[config.mk]
export PLATFORM = sky130hd
export DESIGN_NAME = simple_alu_wb_stage
export DESIGN_NICKNAME = d
export VERILOG_FILES = /design/src/rtl/simple_alu_wb_stage.sv
export SDC_FILE = /design/constraint.sdc
export NUM_CORES = 1
export LEC_CHECK = 0
export BUFFER_PORTS_ARGS = -buffer_cell sky130_fd_sc_hd__buf_2
export CAP_MARGIN = 20
export CORE_ASPECT_RATIO = 1.4
export CORE_UTILIZATION = 25
export CTS_CLUSTER_SIZE = 16
export DETAILED_ROUTE_END_ITERATION = 12
export PLACE_DENSITY = 0.47
export SLEW_MARGIN = 20
export SYNTH_ARGS = -nofsm -noshare
export SYNTH_HDL_FRONTEND = slang
export SYNTH_SLANG_ARGS = --single-unit
[constraint.sdc]
create_clock -name clk -period 6.6 [get_ports clk]
set_clock_uncertainty 0.2 [all_clocks]
set_input_delay 0.66 -clock clk [delete_from_list [all_inputs] [get_ports clk]]
set_output_delay 0.66 -clock clk [all_outputs]
set_load 0.01 [all_outputs]
[src/rtl/simple_alu_wb_stage.sv]
// Execute->writeback pipe register for the simple-ALU lane.
// Two-entry skid queue (slot0 = head) that drains to the RF write port and
// drives the bypass network from the head. Entries are squashed on a CTI
// mispredict or an exception flush.
module simple_alu_wb_stage #(
   parameter int unsigned SIZE_DATA       = 32,
   parameter int unsigned EXECUTION_FLAGS = 6,
   parameter int unsigned SIZE_PHYS_LOG   = 7,
   parameter int unsigned SIZE_AL_LOG     = 7,
   parameter int unsigned SIZE_CTI_MASK   = 8
) (
   input  logic                       clk,
   input  logic                       reset,
   input  logic                       valid_i,
   input  logic [SIZE_DATA-1:0]       result_i,
   input  logic [EXECUTION_FLAGS-1:0] flags_i,
   input  logic [SIZE_PHYS_LOG-1:0]   phyDest_i,
   input  logic                       writesReg_i,
   input  logic [SIZE_AL_LOG-1:0]     alTag_i,
   input  logic [SIZE_CTI_MASK-1:0]   brMask_i,
   output logic                       ready_o,
   input  logic                       exceptionFlush_i,
   input  logic                       ctiMispredict_i,
   input  logic                       ctiResolve_i,
   input  logic [SIZE_CTI_MASK-1:0]   ctiMask_i,
   input  logic                       wbReady_i,
   output logic                       valid_o,
   output logic [SIZE_DATA-1:0]       result_o,
   output logic [EXECUTION_FLAGS-1:0] flags_o,
   output logic [SIZE_PHYS_LOG-1:0]   phyDest_o,
   output logic                       writesReg_o,
   output logic [SIZE_AL_LOG-1:0]     alTag_o,
   output logic                       bypassValid_o,
   output logic [SIZE_PHYS_LOG-1:0]   bypassTag_o,
   output logic [SIZE_DATA-1:0]       bypassData_o
);

   typedef struct packed {
      logic [SIZE_DATA-1:0]       result;
      logic [EXECUTION_FLAGS-1:0] flags;
      logic [SIZE_PHYS_LOG-1:0]   dest;
      logic                       wr;
      logic [SIZE_AL_LOG-1:0]     al;
      logic [SIZE_CTI_MASK-1:0]   mask;
   } entry_t;

   entry_t                   r_slot [2];
   logic [1:0]               r_count;

   entry_t                   w_next_slot [2];
   logic [1:0]               w_next_count;
   entry_t                   w_in;
   entry_t                   w_res0;
   entry_t                   w_res1;
   logic [SIZE_CTI_MASK-1:0] w_keep_mask;
   logic                     w_kill0;
   logic                     w_kill1;
   logic                     w_kill_in;
   logic                     w_push;
   logic                     w_pop;
   logic                     w_keep0;
   logic                     w_keep1;

   assign ready_o   = (r_count != 2'd2);

   assign w_kill0   = ctiMispredict_i & (r_count != 2'd0) & (|(r_slot[0].mask & ctiMask_i));
   assign w_kill1   = ctiMispredict_i & (r_count == 2'd2) & (|(r_slot[1].mask & ctiMask_i));
   assign w_kill_in = ctiMispredict_i & (|(brMask_i & ctiMask_i));

   // A head being killed or flushed this cycle must never reach the RF port.
   assign valid_o   = (r_count != 2'd0) & ~exceptionFlush_i & ~w_kill0;
   assign w_pop     = valid_o & wbReady_i;
   assign w_push    = valid_i & ready_o & ~exceptionFlush_i & ~w_kill_in;

   // Surviving stored entries; a popped head does not survive.
   assign w_keep0   = (r_count != 2'd0) & ~w_kill0 & ~w_pop;
   assign w_keep1   = (r_count == 2'd2) & ~w_kill1;

   // Mispredict outranks resolve, so a resolve only clears bits when no kill is pending.
   assign w_keep_mask = (ctiResolve_i & ~ctiMispredict_i) ? ~ctiMask_i : '1;

   // Incoming and stored entries with resolved CTI bits cleared.
   always_comb begin
      w_in.result = result_i;
      w_in.flags  = flags_i;
      w_in.dest   = phyDest_i;
      w_in.wr     = writesReg_i;
      w_in.al     = alTag_i;
      w_in.mask   = brMask_i & w_keep_mask;
      w_res0      = r_slot[0];
      w_res0.mask = r_slot[0].mask & w_keep_mask;
      w_res1      = r_slot[1];
      w_res1.mask = r_slot[1].mask & w_keep_mask;
   end

   // Compact survivors toward slot0, then append the incoming entry behind them.
   always_comb begin
      w_next_slot[0] = r_slot[0];
      w_next_slot[1] = r_slot[1];
      w_next_count   = 2'd0;
      if (w_keep0) begin
         w_next_slot[0] = w_res0;
         if (w_keep1) begin
            w_next_slot[1] = w_res1;
            w_next_count   = 2'd2;
         end else if (w_push) begin
            w_next_slot[1] = w_in;
            w_next_count   = 2'd2;
         end else begin
            w_next_count   = 2'd1;
         end
      end else if (w_keep1) begin
         w_next_slot[0] = w_res1;
         if (w_push) begin
            w_next_slot[1] = w_in;
            w_next_count   = 2'd2;
         end else begin
            w_next_count   = 2'd1;
         end
      end else if (w_push) begin
         w_next_slot[0] = w_in;
         w_next_count   = 2'd1;
      end
   end

   // Queue state: reset clears contents, flush only empties the queue.
   always_ff @(posedge clk) begin
      if (reset) begin
         r_count   <= 2'd0;
         r_slot[0] <= '0;
         r_slot[1] <= '0;
      end else if (exceptionFlush_i) begin
         r_count   <= 2'd0;
      end else begin
         r_count   <= w_next_count;
         r_slot[0] <= w_next_slot[0];
         r_slot[1] <= w_next_slot[1];
      end
   end

   assign result_o      = r_slot[0].result;
   assign flags_o       = r_slot[0].flags;
   assign phyDest_o     = r_slot[0].dest;
   assign writesReg_o   = r_slot[0].wr;
   assign alTag_o       = r_slot[0].al;
   assign bypassValid_o = valid_o & r_slot[0].wr;
   assign bypassTag_o   = r_slot[0].dest;
   assign bypassData_o  = r_slot[0].result;

`ifndef SYNTHESIS
   a_misp_resolve_exclusive : assert property (@(posedge clk) disable iff (reset)
      !(ctiMispredict_i && ctiResolve_i));
   // Upstream must not present a result while stalled; a flush discards it anyway.
   a_no_push_when_full : assert property (@(posedge clk) disable iff (reset)
      !(valid_i && !ready_o && !exceptionFlush_i));
`endif

endmodule
==> flow_summary.json, run 1 <==
{
  "clock.fmax_mhz": 214,
  "cts_root_buf": "clkbuf_16",
  "syn_nets": 777,
  "critPathCaptureType": "flip-flop",
  "place_congestion": 0.818,
  "p_seq_share_pct": 43.3,
  "yosysTopAreaCellShare_pct": 54.5,
  "synth_fa_ha_area_share_pct": 0.559,
  "antenna_found_initial": 3,
  "final.period_utilization_pct": 70.9,
  "die_x_um": 141,
  "n_fill_cell": 2790,
  "htree_levels": 4,
  "synth_most_common_cell": "nand2_1",
  "setup_viol": 0,
  "synth_mux_area_share_pct": 0.149,
  "dp_cells": 1065,
  "p_int_mw": 1.68,
  "status": "complete, no violations",
  "synth_ff_type": "edfxtp_1",
  "multi_input_area_mm2": 0.00216,
  "ys_seq_area_share_pct": 55.1,
  "grt_pass1_vias": 4922,
  "start_util_pct": 25.6,
  "arrival_ps": 4530,
  "leakagePower_nw": 3.18,
  "io_pins": 171,
  "ctsLongestPathBuffers": 2,
  "synth_top_family_by_area": "simple AND/OR/NAND/NOR gates",
  "grt-ovfl-total": 0,
  "grt_max_degree": 65,
  "cts_tree": "built",
  "detail_route.wirelength_um": 17700,
  "hold_viol": 0,
  "ys_types": 34,
  "yosys.area.top_type": "edfxtp_1",
  "coreArea_mm2": 0.0263,
  "drive_gt1_share_pct": 29.9,
  "worstMarginPinSlew_ps": 941,
  "ant_nets": 0,
  "numCtsBuffers": 17,
  "dr.pass1.iters": 5,
  "vias": 5012,
  "path_clk_slew_ps": 60,
  "netlist_instances": 698,
  "critPathKind": "flip-flop to flip-flop",
  "die_height_um": 196,
  "crit_required_ps": 6450,
  "power_frac_comb_pct": 9.4,
  "syn_to_final_growth_pct": 17.0,
  "nets": 839,
  "wl_per_cell_um": 16.2,
  "drc_errors": 0,
  "worst_ir_drop_vdd_uv": 178,
  "grt_pass1_wl_um": 27200,
  "cts_num_sinks": 124,
  "synthTopCellsByCount": "nand2_1 (231), a21oi_1 (125), edfxtp_1 (122)",
  "async_flop_share_pct": 0,
  "synth_warnings": 0,
  "die_area_mm2": 0.0275,
  "synth_compound_area_share_pct": 14.5,
  "regArea_mm2": 0.00370,
  "slew_violations": 0,
  "postCtsSetupRepairBufs": 0,
  "setup_tns_ps": 0,
  "min_period_ps": 4680,
  "rows": 70,
  "synthSimpleGateAreaFrac_pct": 16.3,
  "switching_share_pct": 23.2,
  "maxCapViolCount": 0,
  "ys_top_cells_by_area": "edfxtp_1 (55%), nand2_1 (13%), buf_4 (10%)",
  "dr.first_iter.drc_count": 240,
  "synth_area_mm2": 0.00672,
  "hpwl_um": 11200,
  "instances_no_fill": 1098,
  "clk_latency_ps": 430,
  "clkPwrFrac_pct": 47.3,
  "synth-xor-area-share_pct": 0.130,
  "start_kind": "flip-flop",
  "max_slew_margin_pct": 37.1,
  "avgSynthCellArea_um2": 9.63,
  "routed_via_density": 4.56,
  "rsz0062_at_grt": "no",
  "path_max_fanout": 64,
  "p_per_area_mw_per_mm2": 278,
  "hold_class": "input port to flip-flop",
  "cts_resized": 0,
  "portBuffers": 170,
  "hold_buffers": 0,
  "p_sw_mw": 0.507,
  "ys_ff_latch": 124,
  "track_usage_pct": 13.2,
  "synth_edf_count": 122
}
path summary, 6_finish.rpt:
check | start | endpoint | slack, ps | cells after the start
worst max-delay path | r_count[0] | r_slot[0][49] | 1920 | 9
worst min-delay path | writesReg_i | r_slot[0][76] | 370 | 3
worst max register to register | r_count[0] | r_slot[0][49] | 1920 | 9
worst min register to register | r_slot[0][99] | r_slot[0][38] | 410 | 2
cell usage in the layout (no fill, tap or decap), types with 3 or more instances in the layout:
master and n:
bufinv_16 4, edfxtp_1 122, nor3_1 8, a22oi_1 4, nor2_1 5, nand4b_1 8
nand2b_1 3, buf_2 170, or2_2 4, buf_4 6, ha_1 3, inv_1 8
clkinv_2 4, o221ai_2 8, a21oi_1 124, clkinvlp_4 4, o211ai_1 8, clkbuf_16 17
nand2_1 230, a22o_1 8, clkbuf_8 5
state kept, by name, summed over array words and instances, names as in the netlist:
signal and flops:
r_count 2, r_slot 122
power groups by stage:
stage	Combinational (mW)	Sequential [mW]	Clock [mW]
global route	0.227	0.952	1.08
global placement	0.208	0.961	0
floorplan	0.157	0.956	0
detailed placement	0.208	0.962	0
finish	0.204	0.946	1.03
CTS	0.209	0.946	1.06
layout make-up:
cell class              instances  area share [%]
multi-input cells             431            27.5
clock buffers                  22            6.29
well taps                     324            5.16
inverters                      10           0.509
flip-flops and latches        124            47.1
repair buffers                176            11.4
clock inverters                10            2.04
diodes                          1          0.0318
routing by layer:
layer / part of all wire, % / track usage, %
met3: 4.9 / 3.32
met1: 40 / 14.4
met4: 2.6 / 6.36
met5: 0.15 / 0
met2: 52 / 23.7
kinds of logic (layout without fill, tap and decap cells):
kind of cell    after synthesis  count (layout)
mux                           1               1
flops                       124             124
compound gates              159             159
other cells                   0               1
buf+inv                     143             218
simple gates                267             267
xor+xnor                      1               1
fa+ha+maj                     3               3
through the flow:
step                hold WS [ps]  utilization [%]  total power [mW]  area [um2]  worst slack, ps
floorplan                    378                -              1.11        6720             1600
global route                 400             29.9              2.26        7860             1550
detailed placement           395             27.4              1.17        7200             1990
CTS                          355             29.9              2.21        7860             2240
global placement             391             27.4              1.17        7200             2030
finish                       373             29.9              2.18        7860             1920
worst max-delay path, stage by stage, from the launching register on:
cell and delay [ps]:
dfxtp_1 330, nand2b_1 460, nand3b_1 190, a21oi_4 130
buf_4 620, clkinv_2 940, ha_1 560, nor2_1 90
a21o_2 120, buf_4 590
(Power assumes the default switching activity.)
==> run 2: changes to the inputs <==
--- a/config.mk
+++ b/config.mk
@@ -11,7 +11,7 @@
 export CORE_UTILIZATION = 25
 export CTS_CLUSTER_SIZE = 16
 export DETAILED_ROUTE_END_ITERATION = 12
-export PLACE_DENSITY = 0.47
+export PLACE_DENSITY = 0.48
 export SLEW_MARGIN = 20
 export SYNTH_ARGS = -nofsm -noshare
 export SYNTH_HDL_FRONTEND = slang
==> constraint.sdc (replaced) <==
create_clock -name clk -period 4.2 [get_ports clk]
set_clock_uncertainty 0.2 [all_clocks]
set_input_delay 0.42 -clock clk [delete_from_list [all_inputs] [get_ports clk]]
set_output_delay 0.42 -clock clk [all_outputs]
set_load 0.01 [all_outputs]
==> flow_summary.json, run 2 (synthesized netlist as in run 1, its figures left out) <==
{
  "holdWs_ps": 150,
  "p_seq_share_pct": 46.3,
  "dr.first_iter.drc_count": 366,
  "rsz0062_at_grt": "no",
  "wl_per_cell_um": 16.3,
  "dr.pass1.iters": 5,
  "syn_to_final_growth_pct": 15.7,
  "critPathCaptureType": "flip-flop",
  "largestRegisters": "r_slot (122), r_count (2)",
  "use_met3_pct": 3.47,
  "p_per_area_mw_per_mm2": 412,
  "rows": 70,
  "setup_viol": 0,
  "nets": 842,
  "switching_share_pct": 24.2,
  "largest_reg_flops": 122,
  "grt_pass1_vias": 4827,
  "cts_num_sinks": 124,
  "ctsLongestPathBuffers": 2,
  "dpl-instance-area_mm2": 0.00723,
  "coreArea_mm2": 0.0263,
  "drc_errors": 0,
  "die_x_um": 141,
  "hpwl_um": 11200,
  "grt-ovfl-total": 0,
  "start_util_pct": 25.6,
  "path_max_fanout": 66,
  "cts_tree": "built",
  "cts_resized": 0,
  "detail_route.wirelength_um": 17900,
  "fin_area_mm2": 0.00777,
  "critPathKind": "flip-flop to flip-flop",
  "hold_buffers": 0,
  "leakagePower_nw": 3.16,
  "status": "complete, no violations",
  "final_common_cell": "nand2_1",
  "vias": 5087,
  "power_frac_comb_pct": 10.2,
  "p_sw_mw": 0.776,
  "drive_gt1_share_pct": 29.4,
  "path_clk_slew_ps": 60,
  "worstMarginPinSlew_ps": 810,
  "postCtsSetupRepairBufs": 0,
  "grt_max_degree": 67,
  "max_slew_margin_pct": 46.0,
  "slew_violations": 0,
  "hold_viol": 0,
  "p_int_mw": 2.43,
  "worst_ir_drop_vdd_uv": 274,
  "io_pins": 171,
  "track_usage_pct": 13.3,
  "htree_levels": 4,
  "die_height_um": 196,
  "min_period_ps": 3340,
  "crit_required_ps": 4260,
  "antennaDiodeCount": 0,
  "setup_tns_ps": 0,
  "layout_common_cells": "nand2_1 (230), buf_2 (170), a21oi_1 (124)",
  "cts_root_buf": "clkbuf_16",
  "grt_pass1_wl_um": 27500,
  "busiest_layer": "met2",
  "maxCapViolCount": 0,
  "met1_usage_pct": 15.2,
  "final.period_utilization_pct": 79.5,
  "clock.fmax_mhz": 300,
  "hold_class": "input port to flip-flop",
  "place_congestion": 0.861,
  "routed_via_density": 4.63,
  "arrival_ps": 3400,
  "die_area_mm2": 0.0275,
  "ant_nets": 0,
  "start_kind": "flip-flop",
  "clkPwrFrac_pct": 43.5,
  "largest_register": "r_slot",
  "grt_use_met2_pct": 23.4,
  "portBuffers": 170,
  "clk_latency_ps": 420,
  "numCtsBuffers": 17,
  "antenna_found_initial": 3
}
[run 2: metrics by stage]
step | power, mW | cells | utilization, % | setup slack, ps
finish | 3.20 | 1099 | 29.6 | 861
global route | 3.33 | 1099 | 29.6 | 618
CTS | 3.25 | 1099 | 29.6 | 813
detailed placement | 1.84 | 1068 | 27.5 | 761
global placement | 1.84 | 1068 | 27.5 | 850
floorplan | 1.75 | 698 | - | 562
[run 2: layer usage]
layer  vias up  wire length [um]  part of all wire [%]
met5         -                37                  0.21
met4         6               266                   1.5
met3        24               878                   4.9
met2       165              9450                    53
met1      2433              7240                    41
li1       2459                 -                     -
[run 2: area by class of cell]
type | count | area [um2]
clock buffers | 22 | 444
clock inverters | 9 | 97.6
fillers | 2799 | 18500
inverters | 10 | 37.5
multi-input cells | 431 | 2160
flip-flops and latches | 124 | 3700
well taps | 324 | 405
repair buffers | 179 | 931
[run 2: worst paths after layout]
kind | startpoint | slack (ps) | to | depth (start not counted)
max | r_slot[0][61] | 860 | r_slot[0][43] | 8
min | alTag_i[2] | 150 | r_slot[0][71] | 3
max reg2reg | r_slot[0][61] | 860 | r_slot[0][43] | 8
min reg2reg | r_slot[0][78] | 410 | r_slot[0][17] | 2
[run 2: power groups by stage]
stage / combinational (mW) / clock (mW) / sequential (mW)
final: 0.327 / 1.39 / 1.49
after global routing: 0.364 / 1.48 / 1.49
after CTS: 0.334 / 1.43 / 1.49
after detailed placement: 0.333 / 0 / 1.51
after global placement: 0.332 / 0 / 1.51
after floorplan: 0.248 / 0 / 1.50
[run 2: worst max-delay path: stages, from the launching register on]
cell and delay [ps]:
edfxtp_1 430, a22o_1 290, o41ai_2 490, nand2b_2 110, buf_4 380, inv_2 580, buf_4 410, nand2_1 90
a21oi_1 140
